===== config.mk =====
export PLATFORM = sky130hd
export DESIGN_NAME = lsu_store_buffer_flat
export DESIGN_NICKNAME = d
export VERILOG_FILES = /design/src/rtl/lsu_store_buffer_if.sv /design/src/rtl/lsu_store_buffer.sv /design/src/flat_wrapper.sv
export SDC_FILE = /design/constraint.sdc
export NUM_CORES = 1
export LEC_CHECK = 0
export CAP_MARGIN = 30
export CORE_ASPECT_RATIO = 1.75
export CORE_MARGIN = 2
export CORE_UTILIZATION = 57
export CTS_BUF_LIST = sky130_fd_sc_hd__clkbuf_8 sky130_fd_sc_hd__clkbuf_16
export DETAILED_ROUTE_END_ITERATION = 16
export GPL_ROUTABILITY_DRIVEN = 0
export PLACE_DENSITY_LB_ADDON = 0.12
export SLEW_MARGIN = 20
export SYNTH_ARGS = -nofsm -noshare
export SYNTH_HDL_FRONTEND = slang
export SYNTH_SLANG_ARGS = --single-unit

===== constraint.sdc =====
create_clock -name clk -period 6.2 [get_ports clk]
set_clock_uncertainty 0.1 [all_clocks]
set_input_delay 0.62 -clock clk [delete_from_list [all_inputs] [get_ports clk]]
set_output_delay 0.62 -clock clk [all_outputs]
set_load 0.03 [all_outputs]

===== src/rtl/lsu_store_buffer_if.sv =====
// Request, response and memory-port bundle of the MEM-stage load/store unit.
// The slave side belongs to the LSU; the master side is the pipeline plus memory.
interface lsu_store_buffer_if;
  logic        reqValid;
  logic        reqReady;
  logic        reqWrite;
  logic [31:0] reqAddr;
  logic [2:0]  reqSize;
  logic [31:0] reqWData;
  logic        rspValid;
  logic [31:0] rspData;
  logic        rspErr;
  logic        memGnt;
  logic [31:0] memAddr;
  logic [2:0]  memSize;
  logic [31:0] memWData;
  logic        memWEn;
  logic [31:0] memRData;
  logic        sbEmpty;

  modport slave (
    input  reqValid, reqWrite, reqAddr,
    input  reqSize, reqWData,
    input  memGnt, memRData,
    output reqReady, rspValid, rspData,
    output rspErr, memAddr, memSize,
    output memWData, memWEn, sbEmpty
  );

  modport master (
    output reqValid, reqWrite, reqAddr,
    output reqSize, reqWData,
    output memGnt, memRData,
    input  reqReady, rspValid, rspData,
    input  rspErr, memAddr, memSize,
    input  memWData, memWEn, sbEmpty
  );
endinterface


===== src/rtl/lsu_store_buffer.sv =====
// MEM-stage load/store unit: posted stores drain from a FIFO,
// loads issue only when the FIFO is empty.
module lsu_store_buffer #(
  parameter int SB_DEPTH = 4
) (
  input logic            clk,
  input logic            rstN,
  lsu_store_buffer_if.slave bus
);
  localparam int PW = $clog2(SB_DEPTH);
  localparam int CW = PW + 1;

  typedef enum logic {IDLE, DRAIN} state_e;

  state_e        state_q;
  logic [PW-1:0] wr_ptr_q, rd_ptr_q;
  logic [CW-1:0] count_q, count_d;
  logic [31:0]   fifo_addr_q [SB_DEPTH];
  logic [2:0]    fifo_size_q [SB_DEPTH];
  logic [31:0]   fifo_data_q [SB_DEPTH];
  logic          rsp_valid_q, rsp_err_q;
  logic [31:0]   rsp_data_q;

  logic legal, ready, full, empty;
  logic acc, push, pop, ld;
  logic a_h, a_w;

  function automatic logic [31:0] ld_ext(
    input logic [2:0]  sz,
    input logic [31:0] d
  );
    case (sz)
      3'b000:  ld_ext = {{24{d[7]}}, d[7:0]};
      3'b001:  ld_ext = {{16{d[15]}}, d[15:0]};
      3'b100:  ld_ext = {24'd0, d[7:0]};
      3'b101:  ld_ext = {16'd0, d[15:0]};
      default: ld_ext = d;
    endcase
  endfunction

  assign a_h   = ~bus.reqAddr[0];
  assign a_w   = bus.reqAddr[1:0] == 2'b00;
  assign full  = count_q == CW'(SB_DEPTH);
  assign empty = count_q == '0;

  always_comb begin
    legal = 1'b0;
    case (bus.reqSize)
      3'b000:  legal = 1'b1;
      3'b001:  legal = a_h;
      3'b010:  legal = a_w;
      3'b100:  legal = ~bus.reqWrite;
      3'b101:  legal = ~bus.reqWrite & a_h;
      default: legal = 1'b0;
    endcase
  end

  always_comb begin
    ready = 1'b1;
    if (legal) begin
      if (bus.reqWrite) ready = ~full;
      else              ready = empty & bus.memGnt;
    end
  end

  assign acc  = bus.reqValid & ready;
  assign push = acc & legal & bus.reqWrite;
  assign ld   = acc & legal & ~bus.reqWrite;
  assign pop  = (state_q == DRAIN) & bus.memGnt;

  always_comb begin
    count_d = count_q;
    if (push & ~pop)      count_d = count_q + 1'b1;
    else if (pop & ~push) count_d = count_q - 1'b1;
  end

  // Loads are only accepted while empty, so pop and ld never overlap.
  always_comb begin
    bus.memAddr  = 32'd0;
    bus.memSize  = 3'b011;
    bus.memWData = 32'd0;
    bus.memWEn   = 1'b0;
    unique case (1'b1)
      pop: begin
        bus.memAddr  = fifo_addr_q[rd_ptr_q];
        bus.memSize  = fifo_size_q[rd_ptr_q];
        bus.memWData = fifo_data_q[rd_ptr_q];
        bus.memWEn   = 1'b1;
      end
      ld: begin
        bus.memAddr = bus.reqAddr;
        bus.memSize = bus.reqSize;
      end
      default: ;
    endcase
  end

  always_ff @(posedge clk) begin
    if (push) begin
      fifo_addr_q[wr_ptr_q] <= bus.reqAddr;
      fifo_size_q[wr_ptr_q] <= bus.reqSize;
      fifo_data_q[wr_ptr_q] <= bus.reqWData;
    end
  end

  always_ff @(posedge clk) begin
    if (!rstN) begin
      state_q     <= IDLE;
      wr_ptr_q    <= '0;
      rd_ptr_q    <= '0;
      count_q     <= '0;
      rsp_valid_q <= 1'b0;
      rsp_err_q   <= 1'b0;
      rsp_data_q  <= 32'd0;
    end else begin
      if (push) wr_ptr_q <= wr_ptr_q + 1'b1;
      if (pop)  rd_ptr_q <= rd_ptr_q + 1'b1;
      count_q <= count_d;
      unique case (state_q)
        IDLE:    if (count_d != '0) state_q <= DRAIN;
        DRAIN:   if (count_d == '0) state_q <= IDLE;
        default: state_q <= IDLE;
      endcase
      rsp_valid_q <= acc;
      rsp_err_q   <= acc & ~legal;
      rsp_data_q  <= ld ? ld_ext(bus.reqSize, bus.memRData) : 32'd0;
    end
  end

  assign bus.reqReady = ready;
  assign bus.rspValid = rsp_valid_q;
  assign bus.rspErr   = rsp_err_q;
  assign bus.rspData  = rsp_data_q;
  assign bus.sbEmpty  = empty;
endmodule


===== src/flat_wrapper.sv =====
// flat-port wrapper written by rule: the top's interface ports become plain ports
module lsu_store_buffer_flat 
#(
  parameter int SB_DEPTH = 4
)
  (clk, rstN, bus_reqValid, bus_reqWrite, bus_reqAddr, bus_reqSize, bus_reqWData, bus_memGnt, bus_memRData, bus_reqReady, bus_rspValid, bus_rspData, bus_rspErr, bus_memAddr, bus_memSize, bus_memWData, bus_memWEn, bus_sbEmpty);
  lsu_store_buffer_if bus_i ();
  input logic clk;
  input logic rstN;
  input wire logic [$bits(bus_i.reqValid)-1:0] bus_reqValid;
  input wire logic [$bits(bus_i.reqWrite)-1:0] bus_reqWrite;
  input wire logic [$bits(bus_i.reqAddr)-1:0] bus_reqAddr;
  input wire logic [$bits(bus_i.reqSize)-1:0] bus_reqSize;
  input wire logic [$bits(bus_i.reqWData)-1:0] bus_reqWData;
  input wire logic [$bits(bus_i.memGnt)-1:0] bus_memGnt;
  input wire logic [$bits(bus_i.memRData)-1:0] bus_memRData;
  output wire logic [$bits(bus_i.reqReady)-1:0] bus_reqReady;
  output wire logic [$bits(bus_i.rspValid)-1:0] bus_rspValid;
  output wire logic [$bits(bus_i.rspData)-1:0] bus_rspData;
  output wire logic [$bits(bus_i.rspErr)-1:0] bus_rspErr;
  output wire logic [$bits(bus_i.memAddr)-1:0] bus_memAddr;
  output wire logic [$bits(bus_i.memSize)-1:0] bus_memSize;
  output wire logic [$bits(bus_i.memWData)-1:0] bus_memWData;
  output wire logic [$bits(bus_i.memWEn)-1:0] bus_memWEn;
  output wire logic [$bits(bus_i.sbEmpty)-1:0] bus_sbEmpty;
  assign bus_i.reqValid = bus_reqValid;
  assign bus_i.reqWrite = bus_reqWrite;
  assign bus_i.reqAddr = bus_reqAddr;
  assign bus_i.reqSize = bus_reqSize;
  assign bus_i.reqWData = bus_reqWData;
  assign bus_i.memGnt = bus_memGnt;
  assign bus_i.memRData = bus_memRData;
  assign bus_reqReady = bus_i.reqReady;
  assign bus_rspValid = bus_i.rspValid;
  assign bus_rspData = bus_i.rspData;
  assign bus_rspErr = bus_i.rspErr;
  assign bus_memAddr = bus_i.memAddr;
  assign bus_memSize = bus_i.memSize;
  assign bus_memWData = bus_i.memWData;
  assign bus_memWEn = bus_i.memWEn;
  assign bus_sbEmpty = bus_i.sbEmpty;
  lsu_store_buffer #(.SB_DEPTH(SB_DEPTH)) u_core (.clk(clk), .rstN(rstN), .bus(bus_i));
endmodule

==> results of run 1 <==
-- registers in the layout, indices dropped and copies added (netlist names), named ones only --
register	count
u_core.fifo_addr_q	128
u_core.fifo_data_q	128
u_core.bus.rspData	32
u_core.fifo_size_q	12
u_core.count_q	3
u_core.rd_ptr_q	2
u_core.wr_ptr_q	2
u_core.bus.rspErr	1
u_core.bus.rspValid	1
u_core.state_q	1
-- synth_stat cells, drive strengths merged, types with 2 or more instances --
| master | instances |
|---|---|
| edfxtp | 268 |
| mux4 | 67 |
| and2 | 46 |
| dfxtp | 44 |
| a22o | 33 |
| a21oi | 30 |
| nand2 | 24 |
| clkbuf | 19 |
| buf | 18 |
| nor2 | 12 |
| o21ai | 11 |
| ha | 7 |
| inv | 6 |
| xnor2 | 5 |
| nand3 | 3 |
| a22oi | 2 |
| mux2i | 2 |
| nor2b | 2 |
| o221ai | 2 |
-- per-layer routing --
metal | up-vias | routed length, um
li1 | 2869 | -
met5 | - | 11
met1 | 3244 | 9090
met3 | 41 | 1570
met2 | 248 | 13700
met4 | 2 | 562
-- cells by family (layout without fill, tap and decap cells) --
family | count (synthesis) | in the layout | synth area share, %
buffers and inverters | 45 | 273 | 1.95
DFF | 312 | 312 | 74.8
muxes | 69 | 69 | 12.8
xor gates and xnor gates | 6 | 6 | 0.440
AOI/OAI and AO/OA | 83 | 83 | 4.94
and+or+nand+nor | 93 | 93 | 4.26
adders and majority gates | 8 | 8 | 0.817
-- layout make-up --
type                            instances  area [um2]  share of cell area, %
Inverter                                7        26.3                  0.173
Tap cell                              252         315                   2.08
Clock inverter                         20         149                  0.980
Sequential cell                       312        8940                   58.8
Timing Repair Buffer                  217        2280                   15.0
Multi-Input combinational cell        259        2780                   18.3
Clock buffer                           29         703                   4.63
-- worst paths after layout --
kind,endpoint,start,cells after the start,slack [ps]
min reg2reg,u_core.rd_ptr_q[1],u_core.rd_ptr_q[1],2,450
max reg2reg,u_core.fifo_data_q[3][6],u_core.count_q[0],6,3180
max,bus_memSize[1],bus_reqSize[0],7,1510
min,u_core.rd_ptr_q[1],u_core.rd_ptr_q[1],2,450
-- worst max-delay path, cell delays in order --
cell	delay, ps
clkdlybuf4s50_1	680
or4_4	660
a21oi_1	240
and2_2	750
a22oi_1	180
o21ai_0	110
clkdlybuf4s50_1	710
-- report_power, final --
group	internal, mW	total, mW	leakage [nW]	switching [mW]
sequential	2.32	2.37	2.77	0.0526
combinational	0.400	0.778	1.70	0.379
clock	0.899	1.62	0.451	0.716
-- per-stage QoR --
step,hold slack [ps],cells,setup slack [ps]
3_5_place_dp,431,1046,1520
3_3_place_gp,395,1040,1640
5_1_grt,471,1096,1350
4_1_cts,447,1095,1510
2_1_floorplan,385,616,3100
6_report,449,1096,1510
==> summary.md, run 1 <==
| Metric | Value |
|---|---|
| Status | completed |
| Global-route wire length before repair | 38,700 um |
| Critical path arrival | 3970 ps |
| Async SR Flop Fraction | 0% |
| HPWL Detailed | 16,000 um |
| Ports | 208 |
| Most common cell after layout, fill and taps aside | edfxtp_1 |
| Pin count of the biggest net entering global routing | 54 |
| Post-CTS repair timing setup buffer count | 0 |
| Final WL | 24,900 um |
| Chip Height | 195 um |
| Met2 Track Usage GR | 41.3% |
| Ys Warns | 0 |
| CTS tree | yes |
| Commonest non-fill, non-tap cells in the layout | edfxtp_1, clkdlybuf4s50_1, mux4_2, dfxtp_1, and2_1 |
| Post-CTS Resized | 0 |
| Max-Cap Viols | 0 |
| DR WL/cell | 22.8 um |
| Hold buffers post-CTS | 0 |
| Tmin final | 4690 ps |
| Starting Density | 57.5% |
| # setup viols final | 0 |
| Initial DRC count | 474 |
| Met1 Usage GRT | 27.4% |
| Gr usage total | 22.8% |
| Slew headroom | 41.4% |
| FMAX | 0.213 GHz |
| VDD IR max | 0.000237 V |
| Initial antenna violation count | 1 |
| Max Fanout on Critical Path | 37 |
| Htree depth | 1 |
| Final period util | 75.6% |
| Port buffer count | 207 |
| Pwr Total | 4.76 mW |
| Final Util | 73.2% |
| Crit path capture type | output port |
| Layout cell share with drive strength beyond 1 | 15.6% |
| Final hold violation count | 0 |
| Die area | 22,200 um2 |
| WS Path Type | input pin to output port |
| Vias in the first global route | 6,944 |
| Area grow syn2layout | 27.3% |
| Placement Rows | 70 |
| Detail Route Antenna Nets | 0 |
| Fill cell count | 1,248 |
| EDFF count, synth | 268 |
| RSZ-0062 raised after global routing | false |
| Pwr Density | 313 nW/um2 |
| First-pass DRT Iterations | 5 |
| Core area | 20,800 um2 |
| Worst Hold Class | flop to flop |
| Clock root buffer | clkbuf_16 |
| Vias | 6,404 |
| Syn_area_per_cell | 19.4 um2 |
| Synth Cell Area | 11,900 um2 |
| Flops & latches, synth | 312 |
| Clk_lat worst skew | 530 ps |
| Maximum root-to-sink buffer count | 3 |
| Grt ovf | 0 |
| M3 GR Usage | 4.69% |
| Final Max Slew Viols | 0 |
| Leakage | 4.92 nW |
| Critical path data required time | 5480 ps |
| Critical Path Start Type | input pin |
| Unique masters post-synth | 41 |
| Fin nets | 935 |
| N_diodes | 0 |
| DRC errors left | 0 |
| Clk sinks | 312 |
| Total CTS buffers | 27 |
| Worst-Margin Slew | 877 ps |
| Post-Synthesis Cells | 616 |
| Area post-placement | 14,300 um2 |
| Top-area cell type share of the netlist area | 67.4% |
| Vias per inst | 5.84 |
| Design area | 15,200 um2 |
| Clock transition at path regs | 60 ps |
| Top area cells in the synthesized netlist | edfxtp_1, mux4_2, dfxtp_1 |
| DIE WIDTH | 113 um |
| Post-synth net total | 727 |
| Main flop type after synthesis | edfxtp_1 |
| Cell taking the most area after synthesis | edfxtp_1 |
| Sequential share of the synthesized area | 74.8% |
| Setup TNS | 0 ps |
| GRT Max-Usage Layer | met2 |
(Power assumes the default switching activity.)
==> run 2: changes to the inputs <==
--- a/config.mk
+++ b/config.mk
@@ -8,7 +8,7 @@
 export CAP_MARGIN = 30
 export CORE_ASPECT_RATIO = 1.75
 export CORE_MARGIN = 2
-export CORE_UTILIZATION = 57
+export CORE_UTILIZATION = 53
 export CTS_BUF_LIST = sky130_fd_sc_hd__clkbuf_8 sky130_fd_sc_hd__clkbuf_16
 export DETAILED_ROUTE_END_ITERATION = 16
 export GPL_ROUTABILITY_DRIVEN = 0
==> constraint.sdc (replaced) <==
create_clock -name clk -period 4.56 [get_ports clk]
set_clock_uncertainty 0.1 [all_clocks]
set_input_delay 0.456 -clock clk [delete_from_list [all_inputs] [get_ports clk]]
set_output_delay 0.456 -clock clk [all_outputs]
set_load 0.03 [all_outputs]
==> run 2 against run 1 <==
Via count up 1.1%. Largest power group unchanged. Sequential share of layout area down 0.092 points. Critical endpoint is now bus_memAddr[24]. Global-route usage down 1.3 points. Clock power up 33%. Flip-flop and latch count unchanged.
==> summary.md, run 2 (synthesis gave the netlist of run 1 again) <==
| Metric | Value |
|---|---|
| Status | completed |
| Maximum root-to-sink buffer count | 3 |
| Total CTS buffers | 26 |
| Max Fanout on Critical Path | 31 |
| Area grow syn2layout | 27.5% |
| DIE WIDTH | 117 um |
| Die area | 23,800 um2 |
| Vias in the first global route | 7,063 |
| Critical R2R Capture | u_core.fifo_data_q[0][28] |
| Slew headroom | 39.4% |
| Worst Hold Class | input pin to flop |
| Gr usage total | 21.4% |
| Critical Path Start Type | input pin |
| Htree depth | 1 |
| VDD IR max | 0.000336 V |
| Layout cell share with drive strength beyond 1 | 15.7% |
| Tmin final | 4090 ps |
| Core area | 22,100 um2 |
| Final WL | 25,100 um |
| CP max stage cell | clkdlybuf4s50_1 |
| Initial antenna violation count | 1 |
| FMAX | 0.245 GHz |
| Crit path capture type | output port |
| Ports | 208 |
| WS Path Type | input pin to output port |
| Reg-to-reg setup timing slack | 1780 ps |
| Worst-Margin Slew | 907 ps |
| Worst hold start | bus_memRData[6] |
| Fill cell count | 1,465 |
| Crit path cell chain | clkdlybuf4s50_1 > or4_4 > a21oi_1 > and2_2 > buf_4 > a22o_1 > clkdlybuf4s50_1 |
| Pin count of the biggest net entering global routing | 59 |
| Critical path arrival | 3530 ps |
| # setup viols final | 0 |
| Critical path depth in cells | 7 |
| Clk sinks | 312 |
| DR WL/cell | 21.9 um |
| First-pass DRT Iterations | 5 |
| HPWL Detailed | 16,000 um |
| Hold buffers post-CTS | 0 |
| Final Max Slew Viols | 0 |
| CP Launch Point | bus_reqSize[2] |
| Clock transition at path regs | 60 ps |
| Post-CTS repair timing setup buffer count | 0 |
| Port buffer count | 207 |
| Vias | 6,476 |
| Hold WS | 376 ps |
| Setup TNS | 0 ps |
| Vias per inst | 5.67 |
| Clk_lat worst skew | 530 ps |
| Placement Rows | 72 |
| DRC errors left | 0 |
| FF-to-FF Start | u_core.count_q[0] |
| CTS tree | yes |
| Detail Route Antenna Nets | 0 |
| Critical Path Sink | bus_memAddr[24] |
| Max-Cap Viols | 0 |
| Grt ovf | 0 |
| Final hold violation count | 0 |
| Critical path data required time | 4000 ps |
| Most common cell after layout, fill and taps aside | edfxtp_1 |
| Commonest non-fill, non-tap cells in the layout | edfxtp_1, clkdlybuf4s50_1, mux4_2, dfxtp_1, and2_1 |
| Global-route wire length before repair | 39,300 um |
| WP buf/inv | 3 |
| Clock root buffer | clkbuf_16 |
| Post-CTS Resized | 0 |
| N_diodes | 0 |
| Leakage | 4.91 nW |
| Starting Density | 54.1% |
| CP most frequent cell | clkdlybuf4s50_1 |
| Fin nets | 939 |
| RSZ-0062 raised after global routing | false |
| Chip Height | 203 um |
| Final period util | 89.6% |
| WHS Path Cells | 2 |
| Crit-path leading delay family | buffers and inverters |
| Pwr Density | 423 nW/um2 |
| Reg2reg path depth | 7 |
| Initial DRC count | 409 |
| CP peak stage delay | 690 ps |
## run 2: how the worst min path moves through the flow
stage,end,slack (ps)
after floorplan,flop,380
after global placement,flop,400
after detailed placement,flop,410
after CTS,u_core.bus.rspData[25],350
after global routing,u_core.bus.rspData[19],360
final,u_core.bus.rspData[6],380
## run 2: layout make-up
cell class | count | area (um2) | area share, %
tap | 296 | 370 | 2.43
multi-input combinational | 259 | 2780 | 18.3
inverter | 7 | 26.3 | 0.173
sequential | 312 | 8940 | 58.7
timing repair buffer | 222 | 2270 | 14.9
clock buffer | 26 | 651 | 4.28
clock inverter | 21 | 178 | 1.17
## run 2: report_power, final
part	switching (mW)	internal (mW)	total, mW
logic	0.518	0.540	1.06
clock network	0.949	1.21	2.15
registers	0.0763	3.15	3.22
## run 2: per-stage QoR
step | instances | instance area [um2] | setup WS [ps] | utilization, % | total power, mW
global route | 1143 | 15200 | 341 | 68.9 | 6.67
global placement | 1095 | 14400 | 597 | 65.1 | 4.32
finish | 1143 | 15200 | 473 | 68.9 | 6.44
detailed placement | 1096 | 14400 | 477 | 65.2 | 4.36
floorplan | 616 | 11900 | 1620 | - | 3.94
CTS | 1143 | 15200 | 485 | 68.9 | 6.51
## run 2: metal layers
metal / global-route usage [%] / share of wire [%] / vias up
li1: - / - / 2881
met1: 24.8 / 37 / 3331
met2: 40.1 / 55 / 225
met3: 4.13 / 5.8 / 39
met4: 6.67 / 2.3 / 0
met5: 0 / 0 / -
